==> config.mk <==
export PLATFORM = sky130hd
export DESIGN_NAME = nes_joypad_bank
export DESIGN_NICKNAME = d
export VERILOG_FILES = /design/src/rtl/nes_joypad_pkg.sv /design/src/rtl/nes_joypad_shifter.sv /design/src/rtl/nes_joypad_bank.sv
export SDC_FILE = /design/constraint.sdc
export NUM_CORES = 1
export LEC_CHECK = 0
export CORE_UTILIZATION = 60
export CTS_BUF_LIST = sky130_fd_sc_hd__clkbuf_8 sky130_fd_sc_hd__clkbuf_16
export CTS_CLUSTER_SIZE = 24
export DETAILED_ROUTE_END_ITERATION = 10
export DONT_BUFFER_PORTS = 1
export PLACE_DENSITY_LB_ADDON = 0.12
export SLEW_MARGIN = 15
export SYNTH_ARGS = -nofsm -noshare
export SYNTH_HDL_FRONTEND = slang
export SYNTH_SLANG_ARGS = --single-unit
==> constraint.sdc <==
create_clock -name clk -period 2.2 [get_ports clk]
set_clock_uncertainty 0.15 [all_clocks]
set_input_delay 0.22 -clock clk [delete_from_list [all_inputs] [get_ports clk]]
set_output_delay 0.22 -clock clk [all_outputs]
set_load 0.05 [all_outputs]
==> src/rtl/nes_joypad_pkg.sv <==
// Shared constants and helpers for the NES joypad bank.
// Latency: n/a (package only).
// Backpressure: n/a (package only).
package nes_joypad_pkg;

    // CPU addresses of the joypad registers; port p sits at JOY1_ADDR + p.
    localparam logic [15:0] JOY1_ADDR = 16'h4016;
    localparam logic [15:0] JOY2_ADDR = 16'h4017;

    // Button order within a serial report; bit 0 leaves the shifter first.
    localparam int BTN_A      = 0;
    localparam int BTN_B      = 1;
    localparam int BTN_SELECT = 2;
    localparam int BTN_START  = 3;
    localparam int BTN_UP     = 4;
    localparam int BTN_DOWN   = 5;
    localparam int BTN_LEFT   = 6;
    localparam int BTN_RIGHT  = 7;

    // CPU data bus width.
    localparam int DATA_W = 8;

    // Read data layout: upper bits come from open bus, bit 0 is the serial bit.
    typedef struct packed {
        logic [DATA_W-1:1] open_bus;
        logic              serial;
    } rd_dat_t;

    // Width of a saturating read counter that must reach shift_w.
    function automatic int cnt_w(input int shift_w);
        return $clog2(shift_w) + 1;
    endfunction

    // Width of the port select; never narrower than one bit.
    function automatic int sel_w(input int num_ports);
        return (num_ports > 1) ? $clog2(num_ports) : 1;
    endfunction

endpackage

==> src/rtl/nes_joypad_shifter.sv <==
// One joypad serial shift register with a saturating read counter.
// Latency: load/shift take effect at the next clk edge; q0 is the current LSB.
// Backpressure: none; load has priority over shift, reset over both.
module nes_joypad_shifter
    import nes_joypad_pkg::*;
#(
    parameter int   SHIFT_W  = 8,
    parameter logic FILL_BIT = 1'b1
) (
    input  logic                        clk,
    input  logic                        reset,
    input  logic                        load,
    input  logic                        shift,
    input  logic [SHIFT_W-1:0]          din,
    output logic                        q0,
    output logic [cnt_w(SHIFT_W)-1:0]   count
);

    localparam int              CNT_W   = cnt_w(SHIFT_W);
    localparam logic [CNT_W-1:0] CNT_MAX = CNT_W'(SHIFT_W);

    logic [SHIFT_W-1:0] sr;
    logic [SHIFT_W-1:0] shifted;

    // A one-bit report degenerates to "replace with fill"; wider reports
    // move towards bit 0 and pull the fill bit in at the top.
    generate
        if (SHIFT_W > 1) begin : g_wide
            assign shifted = {FILL_BIT, sr[SHIFT_W-1:1]};
        end else begin : g_narrow
            assign shifted = FILL_BIT;
        end
    endgenerate

    // Shift register: parallel load while strobed, otherwise one shift per read.
    always_ff @(posedge clk) begin
        if (reset) begin
            sr <= '0;
        end else if (load) begin
            sr <= din;
        end else if (shift) begin
            sr <= shifted;
        end
    end

    // Read counter: cleared by load, saturates once the whole report is out.
    always_ff @(posedge clk) begin
        if (reset) begin
            count <= '0;
        end else if (load) begin
            count <= '0;
        end else if (shift && (count != CNT_MAX)) begin
            count <= count + CNT_W'(1);
        end
    end

    assign q0 = sr[0];

endmodule

==> src/rtl/nes_joypad_bank.sv <==
// Bank of NES serial joypad ports at $4016+p with a NIOS-fed keycode holding register.
// Latency: read edge -> data_out in 1 cycle; keys_load -> data_out via strobe reload in <= 3 cycles.
// Backpressure: none; every rden rising edge is one access, a held rden is ignored after the edge.
module nes_joypad_bank
    import nes_joypad_pkg::*;
#(
    parameter int         NUM_PORTS     = 2,
    parameter int         SHIFT_W       = 8,
    parameter logic       FILL_BIT      = 1'b1,
    parameter logic [7:0] OPEN_BUS_MASK = 8'hE0
) (
    input  logic                                 clk,
    input  logic                                 reset,
    input  logic                                 rden,
    input  logic                                 wren,
    input  logic [sel_w(NUM_PORTS)-1:0]          port_sel,
    input  logic [7:0]                           data_in,
    input  logic [7:0]                           open_bus_in,
    input  logic [NUM_PORTS*SHIFT_W-1:0]         keys_in,
    input  logic                                 keys_load,
    output logic [7:0]                           data_out,
    output logic                                 strobe,
    output logic [NUM_PORTS*cnt_w(SHIFT_W)-1:0]  rd_count
);

    localparam int SEL_W = sel_w(NUM_PORTS);
    localparam int CNT_W = cnt_w(SHIFT_W);

    logic                         rden_q;
    logic                         read_edge;
    logic [NUM_PORTS*SHIFT_W-1:0] hold;
    logic [NUM_PORTS-1:0]         q0;
    logic [NUM_PORTS-1:0]         shift;
    logic                         sel_bit;
    rd_dat_t                      rd_next;

    // Only bit 0 of the write data and bits 7:1 of open bus are meaningful.
    logic unused_bits;
    assign unused_bits = ^{data_in[7:1], open_bus_in[0]};

    // A CPU access may hold rden for several cycles; only the first counts.
    assign read_edge = rden && !rden_q;

    // Read strobe edge detector; cleared by reset so a held rden re-triggers.
    always_ff @(posedge clk) begin
        if (reset) begin
            rden_q <= 1'b0;
        end else begin
            rden_q <= rden;
        end
    end

    // Strobe register; writes to the other offsets belong to the APU frame counter.
    always_ff @(posedge clk) begin
        if (reset) begin
            strobe <= 1'b0;
        end else if (wren && (port_sel == '0)) begin
            strobe <= data_in[0];
        end
    end

    // Holding register: all ports captured together so a report is never torn.
    always_ff @(posedge clk) begin
        if (reset) begin
            hold <= '0;
        end else if (keys_load) begin
            hold <= keys_in;
        end
    end

    // Per-port shifters; reads use the pre-write strobe, so a strobe high
    // in this cycle reloads instead of shifting.
    generate
        for (genvar p = 0; p < NUM_PORTS; p++) begin : g_port
            assign shift[p] = read_edge && !strobe && (port_sel == SEL_W'(p));

            nes_joypad_shifter #(
                .SHIFT_W  (SHIFT_W),
                .FILL_BIT (FILL_BIT)
            ) u_shifter (
                .clk   (clk),
                .reset (reset),
                .load  (strobe),
                .shift (shift[p]),
                .din   (hold[p*SHIFT_W +: SHIFT_W]),
                .q0    (q0[p]),
                .count (rd_count[p*CNT_W +: CNT_W])
            );
        end
    endgenerate

    // Serial bit for the selected port: live A button while strobed, else the
    // shifter LSB; an unpopulated port reads 0.
    always_comb begin
        sel_bit = 1'b0;
        for (int p = 0; p < NUM_PORTS; p++) begin
            if (int'(port_sel) == p) begin
                sel_bit = strobe ? hold[p*SHIFT_W] : q0[p];
            end
        end
    end

    // Upper bits float on the real console; unmasked ones read as 0.
    always_comb begin
        rd_next          = '0;
        rd_next.open_bus = open_bus_in[7:1] & OPEN_BUS_MASK[7:1];
        rd_next.serial   = sel_bit;
    end

    // Read data register: updated once per access and held until the next one.
    always_ff @(posedge clk) begin
        if (reset) begin
            data_out <= '0;
        end else if (read_edge) begin
            data_out <= rd_next;
        end
    end

endmodule

==> results of run 1 <==
## flip-flops by register name, indices dropped and copies added, names as in the netlist
signal	count
g_port.u_shifter.sr	16
hold	16
g_port.u_shifter.count	8
data_out	4
rden_q	1
strobe	1
## cells by family after synthesis
kind of cell,Yosys count,synth area share
AOI/OAI and AO/OA,35,0.114
buffers and inverters,27,0.0604
other,1,0.00187
DFF,46,0.458
and+or+nand+nor,60,0.156
adders and majority gates,4,0.0249
muxes,36,0.185
## per-layer routing
layer / GRT usage / wire length, µm / up-vias
met2: 0.452 / 2130 / 55
met3: 0.0779 / 246 / 15
li1: - / - / 808
met4: 0.0930 / 91 / 0
met1: 0.315 / 1940 / 761
met5: 0 / 0 / -
## final timing paths
path,startpoint,end,slack [ns],depth (start not counted)
setup / recovery,rden_q$_SDFF_PP0_,g_port[0].u_shifter.count[0]$_SDFFE_PP0P_,0.41,3
hold / removal,port_sel,g_port[0].u_shifter.count[2]$_SDFFE_PP0P_,0.006,3
setup reg to reg,rden_q$_SDFF_PP0_,g_port[0].u_shifter.count[0]$_SDFFE_PP0P_,0.41,3
hold reg to reg,g_port[0].u_shifter.sr[0]$_SDFFE_PP0P_,g_port[0].u_shifter.sr[0]$_SDFFE_PP0P_,0.34,2
## cells in the mapped netlist (all sizes together)
| cell | count | area (µm²) |
|---|---|---|
| conb | 1 | 3.75 |
| o31ai | 2 | 15.0 |
| or4b | 1 | 10.0 |
| or2 | 3 | 18.8 |
| inv | 7 | 26.3 |
| o41ai | 1 | 8.76 |
| and3b | 3 | 26.3 |
| nor2 | 22 | 82.6 |
| nor2b | 2 | 12.5 |
| nand2 | 4 | 15.0 |
| o211ai | 3 | 22.5 |
| ha | 4 | 50.1 |
| mux2i | 35 | 350 |
| buf | 11 | 61.3 |
| a22oi | 1 | 7.51 |
| nor3b | 1 | 7.51 |
| o21a | 1 | 7.51 |
| nor4b | 1 | 8.76 |
| a211oi | 13 | 97.6 |
| o21ai | 5 | 25.0 |
| nand4bb | 1 | 11.3 |
| nand3 | 3 | 15.0 |
| nand3b | 1 | 7.51 |
| clkbuf | 9 | 33.8 |
| dfxtp | 46 | 921 |
| nor3 | 13 | 65.1 |
| or3 | 4 | 25.0 |
| a21oi | 9 | 45.0 |
| mux4 | 1 | 22.5 |
| and2b | 1 | 7.51 |
## through the flow
stage,setup WS (ns),instances,power (mW),utilization,area (µm²)
after floorplan,0.342,212,1.12,-,2020
after global placement,0.472,245,1.12,0.656,2050
after detailed placement,0.438,245,1.13,0.656,2050
after CTS,0.417,290,1.66,0.805,2520
after global routing,0.318,290,1.74,0.805,2520
final,0.406,290,1.66,0.805,2520
## critical path, stage by stage (launching register included)
cell     delay [ns]
dfxtp_1        0.36
or4b_1         0.68
or3_1          0.39
a21oi_1        0.15
## layout make-up
cell class / count / area [µm²]
Multi-Input combinational cell: 139 / 980
Sequential cell: 46 / 922
Fill cell: 215 / 611
Timing Repair Buffer: 47 / 458
Clock buffer: 5 / 68.8
Tap cell: 44 / 55.1
Inverter: 7 / 26.3
Clock inverter: 2 / 7.51
## power by group
group | switching (mW) | internal, mW | total, mW
Combinational | 0.133 | 0.137 | 0.269
Sequential | 0.0430 | 0.883 | 0.926
Clock | 0.259 | 0.210 | 0.469
==> out/summary.txt, run 1 <==
Static leakage = 0.978 nW
Fin. Hold Viols = 0
Clock sinks = 46
Die area = 0.00359 mm²
Post-synthesis sequential area ratio = 0.458
Status = completed
Crit path capture type = flop
Setup TNS Final = 0 ns
Worst-Margin Slew = 0.580 ns
DRT antenna net count = 0
Clk slew on worst S/H paths = 0.08 ns
Vias = 1639
Inserted Diodes = 0
Clock buffer depth = 2
Tmin final = 1.79 ns
Mapped Cells = 209
Initial DRT Pass Iterations = 4
Row cnt = 20
Synth cell types = 32
DRC errors left = 0
Overflow after GRT = 0
Initial antenna violation count = 0
Initial DRC Count = 100
Pin count of the biggest net entering global routing = 39
Setup repair bufs after CTS = 0
Mapped cell area = 0.00201 mm²
Crit-path max FO = 9
Routability cong. = 0.720
Synthesis-to-finish area growth = 25.2%
Critical path type = reg2reg
Synthesized area per cell = 9.62 µm²
RSZ-0062 raised after global routing = false
Final-stage net count = 288
Hold buffer count at CTS = 38
Yosys warnings = 0
Commonest non-fill, non-tap cell in the layout = dfxtp_1
Pwr Density = 661 mW/mm²
CTS tree = built
Clock Latency Late Sink = 0.28 ns
Hold Crit Class = in2reg
Post-DP HPWL = 2.53 mm
Post-synthesis register bit count = 46
Period utilization = 0.815
CP Data Arrival Time = 1.86 ns
Gr usage total = 0.265
Peak VDD IR = 0.617 mV
Max-cap violations = 0
Slew headroom = 0.613
I/O pin count = 55
Startpoint class of the critical path = flop
Final setup viols = 0
Wirelength, routed = 4.41 mm
Vias/cell = 5.65
Core region area = 0.00313 mm²
Vias in the first global route = 1590
Post-CTS sizing = 0
DR WL/cell = 15.2 µm
Die width = 59.9 µm
Share of cells above drive strength 1 = 0.0813
Port Buf Inserts = 0
Hold slack = 0.00580 ns
Achievable Freq = 0.558 GHz
H-tree Lvls = 2
Root Buffer Master = clkbuf_8
Initial core utilization = 0.643
Commonest cells after routing, fill and taps aside = dfxtp_1 (45), dlygate4sd3_1 (37), mux2i_1 (35)
Die Y-Extent = 59.9 µm
Pins Over Slew Limit = 0
Worst Path Required = 2.27 ns
First-pass GRT wire length = 7.09 mm
Num CTS Buffers = 5
No activity file was read; power rests on OpenSTA's default activity.
==> run 2, diff against run 1 <==
- clock period: 2.2 -> 1.85 ns (I/O delays scaled with it)
==> run 2 against run 1 <==
Final cell count up 1.4%. Clock power up 27%. Largest power group unchanged. Critical path depth unchanged. Register-to-register slack worse by 0.26 ns. Critical path type unchanged. Worst setup slack worse by 0.26 ns. Non-clock buffer count up 5. Wire length down 0.48%. Total power up 21%. Combinational power up 20%. Maximum frequency up 5.5%. Critical endpoint unchanged.
==> out/summary.txt, run 2 (synthesis results as in run 1) <==
Status = completed
Clock Latency Late Sink = 0.30 ns (+0.02 ns)
I/O pin count = 55 (unchanged)
Worst r2r dst = g_port[0].u_shifter.count[0]$_SDFFE_PP0P_
Routability cong. = 0.738 (+2.5%)
H-tree Lvls = 2 (unchanged)
Pin count of the biggest net entering global routing = 41 (+5.1%)
Commonest cells after routing, fill and taps aside = dfxtp_1 (45), dlygate4sd3_1 (38), mux2i_1 (35)
Wirelength, routed = 4.38 mm (-0.48%)
Worst-Margin Slew = 0.543 ns (-0.0371 ns)
Clk slew on worst S/H paths = 0.08 ns (about the same)
Initial DRT Pass Iterations = 4 (unchanged)
CP Data Arrival Time = 1.78 ns (-0.08 ns)
Vias in the first global route = 1580 (-0.63%)
Clock buffer depth = 2 (unchanged)
Critical path type = reg2reg
Crit path capture = g_port[0].u_shifter.count[0]$_SDFFE_PP0P_
Final-stage net count = 293 (+1.7%)
Worst r2r src = strobe$_SDFFE_PP0P_
Static leakage = 0.999 nW (+2.2%)
Fin. Hold Viols = 0 (unchanged)
Vias = 1665 (+1.6%)
Multi-input gate area in the final layout = 980 µm² (unchanged)
Die area = 0.00359 mm² (unchanged)
Pins Over Slew Limit = 0 (unchanged)
Initial core utilization = 0.643 (unchanged)
CTS tree = built
Placed Instances = 249 (+1.6%)
Crit-path max FO = 9 (unchanged)
Post-DP HPWL = 2.58 mm (+2.1%)
Inserted Diodes = 0 (unchanged)
CP startpoint = strobe$_SDFFE_PP0P_
RSZ-0062 raised after global routing = false
Tmin final = 1.70 ns (-0.0932 ns)
DR WL/cell = 14.9 µm (-1.8%)
Gr usage total = 0.270 (+0.00481)
Commonest non-fill, non-tap cell in the layout = dfxtp_1
Hold Crit Class = in2reg
Regs by FF count = g_port.u_shifter.sr: 16 flops, hold: 16 flops, g_port.u_shifter.count: 8 flops
Fillers = 191 (-11%)
Max-cap violations = 0 (unchanged)
Pwr Density = 789 mW/mm² (+19%)
Num CTS Buffers = 5 (unchanged)
Die width = 59.9 µm (unchanged)
DRT antenna net count = 0 (unchanged)
Row cnt = 20 (unchanged)
Crit path capture type = flop
Final instance area = 0.00256 mm² (+1.8%)
Synthesis-to-finish area growth = 27.5%
Share of cells above drive strength 1 = 0.100 (+0.0187)
Root Buffer Master = clkbuf_8
Final setup viols = 0 (unchanged)
Achievable Freq = 0.588 GHz (+5.5%)
Seq. cell area = 922 µm² (unchanged)
DRC errors left = 0 (unchanged)
Core region area = 0.00313 mm² (unchanged)
Vias/cell = 5.66 (+0.20%)
Peak VDD IR = 0.587 mV (-4.9%)
Slew headroom = 0.633 (+0.0202)
Worst Path Required = 1.93 ns (-0.34 ns)
Clock sinks = 46 (unchanged)
Setup repair bufs after CTS = 0 (unchanged)
Setup TNS Final = 0 ns (unchanged)
Worst R2R Path Depth = 3 (unchanged)
Initial DRC Count = 147 (+47%)
Startpoint class of the critical path = flop
Port Buf Inserts = 0 (unchanged)
Period utilization = 0.919 (+0.104)
Die Y-Extent = 59.9 µm (unchanged)
Overflow after GRT = 0 (unchanged)
Reg-to-reg slack, setup = 0.15 ns (-0.26 ns)
First-pass GRT wire length = 7.08 mm (-0.20%)
Initial antenna violation count = 0 (unchanged)
Layout Cells excl Fill = 294 (+1.4%)
Area post-placement = 0.00208 mm² (+1.5%)
run 2: changes by cell type in the layout (fill, tap and decap cells not counted), sizes merged:
cell,change
inv,-2
clkbuf,+1
dlygate4sd3,+1
buf,+4
run 2: worst min path at each step:
stage                                 to  slack, ns  depth (start not counted)   from
floorplan              rden_q$_SDFF_PP0_       0.16                          1   rden
global placement     strobe$_SDFFE_PP0P_       0.11                          1  reset
detailed placement   strobe$_SDFFE_PP0P_       0.11                          1  reset
CTS                 hold[4]$_SDFFE_PP0P_       0.02                          2  reset
global route        hold[5]$_SDFFE_PP0P_       0.03                          2  reset
finish              hold[5]$_SDFFE_PP0P_       0.03                          2  reset
run 2: cell type report:
| cell class | instances | share of cell area |
|---|---|---|
| multi-input cells | 139 | 0.382 |
| clock buffers | 6 | 0.0322 |
| flip-flops and latches | 46 | 0.360 |
| well taps | 44 | 0.0215 |
| inverters | 7 | 0.0102 |
| repair buffers | 52 | 0.194 |
run 2: report_power, final:
part           switching [mW]  internal, mW
clock network           0.307         0.288
logic                   0.157         0.167
registers              0.0527          1.05
total                   0.516          1.51
run 2: stage by stage:
step | hold slack (ns) | total power, mW | util | setup WS, ns
finish | 0.0258 | 2.02 | 0.820 | 0.150
floorplan | 0.163 | 1.33 | - | 0.0432
detailed placement | 0.110 | 1.35 | 0.665 | 0.157
CTS | 0.0216 | 2.01 | 0.820 | 0.143
global route | 0.0267 | 2.11 | 0.820 | 0.0615
global placement | 0.110 | 1.33 | 0.665 | 0.219
run 2: per-layer routing:
| metal | wire, µm | track usage | part of all wire |
|---|---|---|---|
| met3 | 246 | 0.0931 | 0.056 |
| met5 | 0 | 0 | 0 |
| met4 | 41 | 0.0764 | 0.0094 |
| met1 | 1850 | 0.313 | 0.42 |
| met2 | 2250 | 0.468 | 0.51 |
run 2: what timing repair did:
| item | 4_1_cts | 5_1_grt |
|---|---|---|
| hold buffers | 39 | 0 |
| resized for setup | 0 | 0 |
| endpoints found under the setup margin | 0 | 0 |
| endpoints found under the hold margin | 45 | 0 |
run 2: worst max-delay path: stages, from the launching register on:
cell	delay (ns)
dfxtp_2	0.37
or4b_1	0.59
or3_1	0.36
a21oi_1	0.16
